## src/rtl/mc_main_ctrl_if.sv

```systemverilog
// Controller <-> datapath bundle for the multi-cycle processor.
// Memory handshake: while the controller is in a memory state it holds MemRead/
// MemWrite and IorD steady; the access completes on the rising edge where
// mem_ready_i=1, and the controller moves on only at that edge.
interface mc_main_ctrl_if;
   logic [5:0]  op_i;
   logic        mem_ready_i;
   logic        PCWrite_o;
   logic        PCWriteCond_o;
   logic        IorD_o;
   logic        MemRead_o;
   logic        MemWrite_o;
   logic        IRWrite_o;
   logic        MemtoReg_o;
   logic        RegDst_o;
   logic        RegWrite_o;
   logic        ALUSrcA_o;
   logic        ExtOp_o;
   logic [1:0]  ALUSrcB_o;
   logic [1:0]  PCSource_o;
   logic [1:0]  ALUOp_o;
   logic [3:0]  state_o;
   logic        instr_done_o;
   logic        illegal_o;
   logic [31:0] instr_count_o;

   // Controller side.
   modport master (
      input  op_i, mem_ready_i,
      output PCWrite_o, PCWriteCond_o, IorD_o, MemRead_o, MemWrite_o, IRWrite_o,
             MemtoReg_o, RegDst_o, RegWrite_o, ALUSrcA_o, ExtOp_o, ALUSrcB_o,
             PCSource_o, ALUOp_o, state_o, instr_done_o, illegal_o, instr_count_o
   );

   // Datapath / observer side.
   modport slave (
      output op_i, mem_ready_i,
      input  PCWrite_o, PCWriteCond_o, IorD_o, MemRead_o, MemWrite_o, IRWrite_o,
             MemtoReg_o, RegDst_o, RegWrite_o, ALUSrcA_o, ExtOp_o, ALUSrcB_o,
             PCSource_o, ALUOp_o, state_o, instr_done_o, illegal_o, instr_count_o
   );
endinterface

```

## src/rtl/mc_main_ctrl.sv

```systemverilog
// Main control unit of the multi-cycle processor: Moore FSM sequencing
// fetch/decode/execute/memory/write-back, plus a retired-instruction counter.
// Outputs are decoded combinationally from the state (and mem_ready_i/op_i).
module mc_main_ctrl #(
   parameter logic [5:0] OPC_R   = 6'b000000,
   parameter logic [5:0] OPC_LW  = 6'b100011,
   parameter logic [5:0] OPC_SW  = 6'b101011,
   parameter logic [5:0] OPC_BEQ = 6'b000100,
   parameter logic [5:0] OPC_ORI = 6'b001101,
   parameter logic [5:0] OPC_J   = 6'b000010
) (
   input  logic              clk,
   input  logic              rst,
   mc_main_ctrl_if.master    bus
);

   typedef enum logic [3:0] {
      S_FETCH  = 4'd0,  S_DECODE = 4'd1,  S_MEMADR = 4'd2,  S_MEMRD  = 4'd3,
      S_MEMWB  = 4'd4,  S_MEMWR  = 4'd5,  S_R_EX   = 4'd6,  S_R_WB   = 4'd7,
      S_BEQ_EX = 4'd8,  S_ORI_EX = 4'd9,  S_ORI_WB = 4'd10, S_JUMP   = 4'd11
   } state_t;

   state_t      state_q, state_d;
   logic [31:0] count_q, count_d;

   logic        pc_write, pc_write_cond, iord, mem_read, mem_write, ir_write;
   logic        mem_to_reg, reg_dst, reg_write, alu_src_a, ext_op;
   logic [1:0]  alu_src_b, pc_source, alu_op;
   logic        done, illegal;
   logic        rdy;
   logic [5:0]  op;

   assign rdy = bus.mem_ready_i;
   assign op  = bus.op_i;

   // Next-state and output decode; reset decodes as FETCH with all enables masked.
   always_comb begin
      state_d       = state_q;
      pc_write      = 1'b0;
      pc_write_cond = 1'b0;
      iord          = 1'b0;
      mem_read      = 1'b0;
      mem_write     = 1'b0;
      ir_write      = 1'b0;
      mem_to_reg    = 1'b0;
      reg_dst       = 1'b0;
      reg_write     = 1'b0;
      alu_src_a     = 1'b0;
      ext_op        = 1'b0;
      alu_src_b     = 2'b00;
      pc_source     = 2'b00;
      alu_op        = 2'b00;
      done          = 1'b0;
      illegal       = 1'b0;
      case (rst ? S_FETCH : state_q)
         S_FETCH: begin
            mem_read  = 1'b1;
            alu_src_b = 2'b01;
            if (rdy) begin
               ir_write = 1'b1;
               pc_write = 1'b1;
               state_d  = S_DECODE;
            end
         end
         S_DECODE: begin
            alu_src_b = 2'b11;
            ext_op    = 1'b1;
            if (op == OPC_LW || op == OPC_SW) state_d = S_MEMADR;
            else if (op == OPC_R)             state_d = S_R_EX;
            else if (op == OPC_BEQ)           state_d = S_BEQ_EX;
            else if (op == OPC_ORI)           state_d = S_ORI_EX;
            else if (op == OPC_J)             state_d = S_JUMP;
            else begin
               illegal = 1'b1;
               state_d = S_FETCH;
            end
         end
         S_MEMADR: begin
            alu_src_a = 1'b1;
            alu_src_b = 2'b10;
            ext_op    = 1'b1;
            state_d   = (op == OPC_SW) ? S_MEMWR : S_MEMRD;
         end
         S_MEMRD: begin
            mem_read = 1'b1;
            iord     = 1'b1;
            if (rdy) state_d = S_MEMWB;
         end
         S_MEMWB: begin
            mem_to_reg = 1'b1;
            reg_write  = 1'b1;
            done       = 1'b1;
            state_d    = S_FETCH;
         end
         S_MEMWR: begin
            iord      = 1'b1;
            mem_write = 1'b1;
            if (rdy) begin
               done    = 1'b1;
               state_d = S_FETCH;
            end
         end
         S_R_EX: begin
            alu_src_a = 1'b1;
            alu_op    = 2'b10;
            state_d   = S_R_WB;
         end
         S_R_WB: begin
            reg_dst   = 1'b1;
            reg_write = 1'b1;
            done      = 1'b1;
            state_d   = S_FETCH;
         end
         S_BEQ_EX: begin
            alu_src_a     = 1'b1;
            alu_op        = 2'b01;
            pc_write_cond = 1'b1;
            pc_source     = 2'b01;
            done          = 1'b1;
            state_d       = S_FETCH;
         end
         S_ORI_EX: begin
            alu_src_a = 1'b1;
            alu_src_b = 2'b10;
            alu_op    = 2'b11;
            state_d   = S_ORI_WB;
         end
         S_ORI_WB: begin
            reg_write = 1'b1;
            done      = 1'b1;
            state_d   = S_FETCH;
         end
         S_JUMP: begin
            pc_write  = 1'b1;
            pc_source = 2'b10;
            done      = 1'b1;
            state_d   = S_FETCH;
         end
         default: state_d = S_FETCH;
      endcase
      if (rst) begin
         pc_write      = 1'b0;
         pc_write_cond = 1'b0;
         ir_write      = 1'b0;
         mem_read      = 1'b0;
         mem_write     = 1'b0;
         reg_write     = 1'b0;
         done          = 1'b0;
         illegal       = 1'b0;
      end
      count_d = count_q + {31'd0, done};
   end

   // State and retired-instruction counter registers.
   always_ff @(posedge clk) begin
      if (rst) begin
         state_q <= S_FETCH;
         count_q <= 32'd0;
      end else begin
         state_q <= state_d;
         count_q <= count_d;
      end
   end

   assign bus.PCWrite_o     = pc_write;
   assign bus.PCWriteCond_o = pc_write_cond;
   assign bus.IorD_o        = iord;
   assign bus.MemRead_o     = mem_read;
   assign bus.MemWrite_o    = mem_write;
   assign bus.IRWrite_o     = ir_write;
   assign bus.MemtoReg_o    = mem_to_reg;
   assign bus.RegDst_o      = reg_dst;
   assign bus.RegWrite_o    = reg_write;
   assign bus.ALUSrcA_o     = alu_src_a;
   assign bus.ExtOp_o       = ext_op;
   assign bus.ALUSrcB_o     = alu_src_b;
   assign bus.PCSource_o    = pc_source;
   assign bus.ALUOp_o       = alu_op;
   assign bus.state_o       = state_q;
   assign bus.instr_done_o  = done;
   assign bus.illegal_o     = illegal;
   assign bus.instr_count_o = count_q;

endmodule

```

## src/flat_wrapper.sv

```systemverilog
// flat-port wrapper written by rule: the top's interface ports become plain ports
module mc_main_ctrl_flat 
#(
   parameter logic [5:0] OPC_R   = 6'b000000,
   parameter logic [5:0] OPC_LW  = 6'b100011,
   parameter logic [5:0] OPC_SW  = 6'b101011,
   parameter logic [5:0] OPC_BEQ = 6'b000100,
   parameter logic [5:0] OPC_ORI = 6'b001101,
   parameter logic [5:0] OPC_J   = 6'b000010
)
  (clk, rst, bus_op_i, bus_mem_ready_i, bus_PCWrite_o, bus_PCWriteCond_o, bus_IorD_o, bus_MemRead_o, bus_MemWrite_o, bus_IRWrite_o, bus_MemtoReg_o, bus_RegDst_o, bus_RegWrite_o, bus_ALUSrcA_o, bus_ExtOp_o, bus_ALUSrcB_o, bus_PCSource_o, bus_ALUOp_o, bus_state_o, bus_instr_done_o, bus_illegal_o, bus_instr_count_o);
  mc_main_ctrl_if bus_i ();
  input  logic clk;
  input  logic rst;
  input wire logic [$bits(bus_i.op_i)-1:0] bus_op_i;
  input wire logic [$bits(bus_i.mem_ready_i)-1:0] bus_mem_ready_i;
  output wire logic [$bits(bus_i.PCWrite_o)-1:0] bus_PCWrite_o;
  output wire logic [$bits(bus_i.PCWriteCond_o)-1:0] bus_PCWriteCond_o;
  output wire logic [$bits(bus_i.IorD_o)-1:0] bus_IorD_o;
  output wire logic [$bits(bus_i.MemRead_o)-1:0] bus_MemRead_o;
  output wire logic [$bits(bus_i.MemWrite_o)-1:0] bus_MemWrite_o;
  output wire logic [$bits(bus_i.IRWrite_o)-1:0] bus_IRWrite_o;
  output wire logic [$bits(bus_i.MemtoReg_o)-1:0] bus_MemtoReg_o;
  output wire logic [$bits(bus_i.RegDst_o)-1:0] bus_RegDst_o;
  output wire logic [$bits(bus_i.RegWrite_o)-1:0] bus_RegWrite_o;
  output wire logic [$bits(bus_i.ALUSrcA_o)-1:0] bus_ALUSrcA_o;
  output wire logic [$bits(bus_i.ExtOp_o)-1:0] bus_ExtOp_o;
  output wire logic [$bits(bus_i.ALUSrcB_o)-1:0] bus_ALUSrcB_o;
  output wire logic [$bits(bus_i.PCSource_o)-1:0] bus_PCSource_o;
  output wire logic [$bits(bus_i.ALUOp_o)-1:0] bus_ALUOp_o;
  output wire logic [$bits(bus_i.state_o)-1:0] bus_state_o;
  output wire logic [$bits(bus_i.instr_done_o)-1:0] bus_instr_done_o;
  output wire logic [$bits(bus_i.illegal_o)-1:0] bus_illegal_o;
  output wire logic [$bits(bus_i.instr_count_o)-1:0] bus_instr_count_o;
  assign bus_i.op_i = bus_op_i;
  assign bus_i.mem_ready_i = bus_mem_ready_i;
  assign bus_PCWrite_o = bus_i.PCWrite_o;
  assign bus_PCWriteCond_o = bus_i.PCWriteCond_o;
  assign bus_IorD_o = bus_i.IorD_o;
  assign bus_MemRead_o = bus_i.MemRead_o;
  assign bus_MemWrite_o = bus_i.MemWrite_o;
  assign bus_IRWrite_o = bus_i.IRWrite_o;
  assign bus_MemtoReg_o = bus_i.MemtoReg_o;
  assign bus_RegDst_o = bus_i.RegDst_o;
  assign bus_RegWrite_o = bus_i.RegWrite_o;
  assign bus_ALUSrcA_o = bus_i.ALUSrcA_o;
  assign bus_ExtOp_o = bus_i.ExtOp_o;
  assign bus_ALUSrcB_o = bus_i.ALUSrcB_o;
  assign bus_PCSource_o = bus_i.PCSource_o;
  assign bus_ALUOp_o = bus_i.ALUOp_o;
  assign bus_state_o = bus_i.state_o;
  assign bus_instr_done_o = bus_i.instr_done_o;
  assign bus_illegal_o = bus_i.illegal_o;
  assign bus_instr_count_o = bus_i.instr_count_o;
  mc_main_ctrl #(.OPC_R(OPC_R), .OPC_LW(OPC_LW), .OPC_SW(OPC_SW), .OPC_BEQ(OPC_BEQ), .OPC_ORI(OPC_ORI), .OPC_J(OPC_J)) u_core (.clk(clk), .rst(rst), .bus(bus_i));
endmodule
```

## config.mk

```make
export PLATFORM = sky130hd
export DESIGN_NAME = mc_main_ctrl_flat
export DESIGN_NICKNAME = d
export VERILOG_FILES = /design/src/rtl/mc_main_ctrl_if.sv /design/src/rtl/mc_main_ctrl.sv /design/src/flat_wrapper.sv
export SDC_FILE = /design/constraint.sdc
export NUM_CORES = 1
export LEC_CHECK = 0
export CAP_MARGIN = 0
export CORE_UTILIZATION = 47
export CTS_CLUSTER_DIAMETER = 120
export DETAILED_ROUTE_END_ITERATION = 8
export PLACE_DENSITY = 0.81
export RECOVER_POWER = 25
export SLEW_MARGIN = 20
export SYNTH_ARGS = -nofsm -noshare
export SYNTH_HDL_FRONTEND = slang
export SYNTH_SLANG_ARGS = --single-unit
```

## constraint.sdc

```tcl
create_clock -name clk -period 4.05 [get_ports clk]
set_input_delay 1.215 -clock clk [delete_from_list [all_inputs] [get_ports clk]]
set_output_delay 1.215 -clock clk [all_outputs]
set_load 0.02 [all_outputs]
```

[After elaboration in Yosys (flattened, before gate mapping)]
Index checks and enable logic that the tools add are counted.
Storage, ports and cells
  bits of input ports: 9
  logic and storage cells: 74
  register bits after elaboration: 36
Operators by class
  multiplexer cells: 41
  eq/ne operators: 19
  reductions and logical operators: 11
  add/sub/neg operators: 1
Operator list (count)
  two-way mux 4 bit: 9
  adder 32 x 1 -> 32 bit: 1
  one-hot mux 4 bit (7 select lines): 1
  two-way mux 1 bit: 25
  equality test 4 x 3 -> 1 bit, second input constant: 4
  equality test 4 bit, second input constant: 4
  equality test 6 bit, second input constant: 2
  one-hot mux 2 bit (3 select lines): 2
  equality test 4 x 2 -> 1 bit, second input constant: 2
  OR reduction 2 bit: 4
  equality test 6 x 2 -> 1 bit, second input constant: 1
  equality test 6 x 3 -> 1 bit, second input constant: 1
  equality test 6 x 4 -> 1 bit, second input constant: 1
  logical NOT 6 bit: 1
  inequality test 2 bit, second input constant: 3
  OR reduction 5 bit: 1
  equality test 4 x 1 -> 1 bit, second input constant: 1
  logical NOT 4 bit: 1
  one-hot mux 1 bit (2 select lines): 2
  one-hot mux 2 bit (2 select lines): 1
  OR reduction 4 bit: 1
  two-way mux 3 bit: 1
  AND reduction 3 bit: 1
  OR reduction 3 bit: 1
  logical OR 1 bit: 1

[Depth between registers and ports, before layout]
  depth in word-level cells: 8
  gate-level depth with buffers: 11

[Worst setup path before layout]
OpenSTA, ideal clock, no wires.
  path type: input port to output port
  from: in rst
  to: out bus_PCWrite_o
  data arrival time: 2.664 ns
  data required time: 2.835 ns
  buffers on the path: 1
  path slack: 0.171 ns
  stages on the path: 4
  path through: buf_6 -> or2_2 -> nor4_1 -> or2_2
Between the ends
  word-level cells in the longest chain between the ends: 4
  elaborated cells between the ends (all ways): 5
  classes of those cells: eq/ne: 1; mux: 3; reduce/logical: 1
Ends and longest elaborated chain
  from (decl): line flat_wrapper.sv:14  | input logic rst;
  two-way mux 4 bit: line mc_main_ctrl.sv:55  | case (rst ? S_FETCH : state_q)
  equality test 4 bit or logical NOT 4 bit (tied branches): line mc_main_ctrl.sv:55
  one-hot mux 1 bit (2 select lines): line mc_main_ctrl.sv:55
  two-way mux 1 bit (*): line mc_main_ctrl.sv:141  | if (rst) begin
  to (decl): line flat_wrapper.sv:17  | output wire logic [$bits(bus_i.PCWrite_o)-1:0] bus_PCWrite_o;
Mark *: on every way between the ends. The rest lies on a longest branch, timed or not.

[Worst setup path after layout]
  from: in rst
  to: out bus_MemRead_o
Between the ends
  word-level cells in the longest chain between the ends: 5
  elaborated cells between the ends (all ways): 6
  classes of those cells: eq/ne: 1; mux: 3; reduce/logical: 2
Ends and longest elaborated chain
  two-way mux 4 bit: line mc_main_ctrl.sv:55
  equality test 4 x 2 -> 1 bit or logical NOT 4 bit (tied branches): line mc_main_ctrl.sv:55
  OR reduction 2 bit (no line)
  two-way mux 1 bit: line mc_main_ctrl.sv:55
  two-way mux 1 bit (*): line mc_main_ctrl.sv:141
  to (decl): line flat_wrapper.sv:20  | output wire logic [$bits(bus_i.MemRead_o)-1:0] bus_MemRead_o;
Marks and branches as above.

==> results.md <==
* Initial DRC count at between 200 and 250
* Synth-to-Final Area Change at 41.8%
* Gpl congestion at ~0.9
* H-tree Lvls at 2
* CP Launch Point: rst
* Crit Reg-Reg Endpoint: u_core.bus.instr_count_o[28]
* Critical Path Source Type: input port
* First-pass DRT Iterations at 4
* Max frequency at 0.252 GHz
* Clock share of power at between 40% and 50%
* Clock skew at between 6 and 7 ps
* Initial antenna violation count at 0
* EDFF count, synth at 0
* Switching Share at a little under a quarter
* Die ar. at 4640 um^2
* Row count at 23
* Vias in the first global route at roughly 2000
* Top cells by area, synth: dfxtp_1, a21oi_1, o31ai_1
* CORE AREA at 4090 um^2
* Seq cells post-synth at 36
* Final period util at a little over nine tenths
* Synth area leader: dfxtp_1
* Switching power at ~170 uW
* Via density at 5.84
* Final WS setup at about 80 ps
* CP Data Required Time at 2830 ps
* Clock-pin slew on the worst setup and hold paths at 70 ps
* Setup WS pre-CTS at -218 ps
* Worst rel slew slack at approximately 58%
* Leading cell types by count after synthesis: dfxtp_1, nor2_1, a21oi_1
* Status: completed
* Skew-Pair Late Insertion Delay at ~290 ps
* Die height at between 60 and 70 um
* Asr flop ratio synth at 0%
* Setup Viol. Count Final at 0
* PortBufs at 63
* Nets at between 300 and 400
* Hpwl dp at just under 4 mm
* Final Hold Fails at 0
* Overflow after GRT at 0
* CTS tree: yes
* HP Class: reg2reg
* Logic pwr share at approximately 8.9%
* Sink Count at 36
* Reg area at just over 700 um^2
* Crit end category: primary output
* Largest net degree at the start of global routing at 24
* RSZ-0062 raised after global routing: no
* Via count at between 2000 and 2500
* P_int at about 570 uW
* Max VDD drop at between 150 and 200 uV
* Register area share after synthesis at a little over a third
* Critical path arrival at 2750 ps
* Leak pwr at 1.12 nW
* Most frequent cell after synthesis: dfxtp_1
* Slew @ Worst Pin at ~630 ps
* Filler cell count in the final layout at between 300 and 400
* Crit path to: bus_MemRead_o
* Max-Cap Viols at 0
* Initial core utilization at between 50% and 60%
* Final TNS setup at 0 ps
* Die X at slightly below 70 um
* R2R setup slack at 930 ps
* Final core utilization at a little under three quarters
* YS warnings at 0
* WL/cell at 14.4 um
* ANT nets after route at 0
* Synthesized area per cell at between 8 and 9 um^2
* Ports at 64
* Synth Cell Area at 2050 um^2
* Gr usage total at about a quarter
* CTS max path bufs at 2
* PD cells at 254 nW/um^2
* Post-synth cell types at 43
* Crit-path max FO at 9
* WHS at between 400 and 500 ps
* Max Slew Vio Count at 0
* Share of the synthesized area in the top cell type at between 30% and 40%
* Residual DRC at 0
* Tmin final at 3970 ps
* Total clock buffers created by CTS at 5
* Final non-filler cell total at between 300 and 400
* N_diodes at 0
* Multi-input gate area at about 1200 um^2
* First-pass GRT wire length at between 9 and 10 mm
* Register-to-Register Path Depth at 10
* Sequential group share of total power at between 40% and 50%
* Worst r2r src: u_core.bus.state_o[0]
* Final WL at roughly 5.5 mm
* Net Count, Synth at approximately 270
* Gate Count Post-Synth at about 260
* Post-synth top flop: dfxtp_1
* Share of cells above drive strength 1 at around 11%
* CTS root buf: clkbuf_8
* Placed insts at ~380
* Critical Setup Path Class: in2out
==> worst min-delay path by stage <==
| stage | from | end | depth (start not counted) |
|---|---|---|---|
| 5_1_grt | u_core.bus.instr_count_o[31] | u_core.bus.instr_count_o[31] | 2 |
| 6_report | u_core.bus.instr_count_o[31] | u_core.bus.instr_count_o[31] | 2 |
| 4_1_cts | u_core.bus.instr_count_o[31] | u_core.bus.instr_count_o[31] | 2 |
| 3_5_place_dp | u_core.bus.instr_count_o[31] | u_core.bus.instr_count_o[31] | 2 |
| 3_3_place_gp | u_core.bus.instr_count_o[29] | u_core.bus.instr_count_o[29] | 2 |
| 2_1_floorplan | u_core.bus.instr_count_o[31] | u_core.bus.instr_count_o[31] | 2 |
==> kinds of logic (layout without fill, tap and decap cells) <==
family                   after synthesis  in the layout  share of synthesized area [%]
AND/OR/NAND/NOR                      129            129                           35.1
buffers and inverters                 19             96                           5.42
XOR/XNOR                              13             13                           5.55
flip-flops                            36             36                           35.1
AO/OA/AOI/OAI                         57             57                           17.6
adder cells (fa/ha/maj)                2              2                           1.22
==> layout by cell type (no fill, tap or decap), drive strengths merged, types with 2 or more instances in the layout <==
cell | netlist | routed
dfxtp | 36 | 36
clkdlybuf4s50 | 0 | 28
nor2 | 27 | 27
a21oi | 23 | 23
buf | 6 | 21
dlygate4sd3 | 0 | 20
nand2 | 17 | 17
o31ai | 14 | 14
or4 | 14 | 14
nor3 | 13 | 13
dlygate4sd2 | 0 | 13
nand3 | 12 | 12
xnor2 | 10 | 10
nand2b | 7 | 7
nor2b | 7 | 7
or3 | 7 | 7
nand4 | 7 | 7
o21ai | 6 | 6
clkbuf | 9 | 6
nor4 | 5 | 5
and3 | 4 | 4
inv | 4 | 4
or2 | 3 | 3
xor2 | 3 | 3
and4 | 3 | 3
a22oi | 2 | 2
o22ai | 2 | 2
o22a | 2 | 2
ha | 2 | 2
==> what timing repair did <==
item | CTS | global route
buffers inserted | 0 | 0
hold buffers | 0 | 0
endpoints found under the setup margin | 14 | 2
gates resized for setup | 15 | 3
endpoints found under the hold margin | 0 | 0
==> cell type report <==
| type | count | area share, % |
|---|---|---|
| multi-input cells | 201 | 42.2 |
| repair buffers | 84 | 26.7 |
| flip-flops and latches | 36 | 24.8 |
| clock buffers | 6 | 2.49 |
| well taps | 50 | 2.15 |
| clock inverters | 2 | 1.20 |
| inverters | 4 | 0.516 |
==> metal layers <==
metal	GRT usage [%]	routed length [um]
met5	0	0
met4	5.47	39
met3	6.50	185
met2	43.0	2690
met1	32.6	2600
==> metrics by stage <==
step	total power [mW]	instance area, um^2
floorplan	0.397	2050
global route	0.763	2910
detailed placement	0.433	2810
CTS	0.739	2900
global placement	0.433	2810
finish	0.738	2910
==> flip-flops by register name (all words and copies together), names as in the netlist <==
signal	flops
u_core.bus.state_o	4
u_core.bus.instr_count_o	32
==> critical path, cell delays in order <==
cell and delay [ps]:
clkdlybuf4s50_1 450, buf_6 160, or3_1 350, nor3_1 200, dlygate4sd2_1 370
==> power groups by stage <==
stage	Clock [mW]	Sequential, mW	Combinational [mW]
4_1_cts	0.316	0.359	0.0648
2_1_floorplan	0	0.365	0.0315
5_1_grt	0.333	0.359	0.0708
6_report	0.314	0.359	0.0655
3_5_place_dp	0	0.367	0.0667
3_3_place_gp	0	0.367	0.0659
No activity file was read; power rests on OpenSTA's default activity.
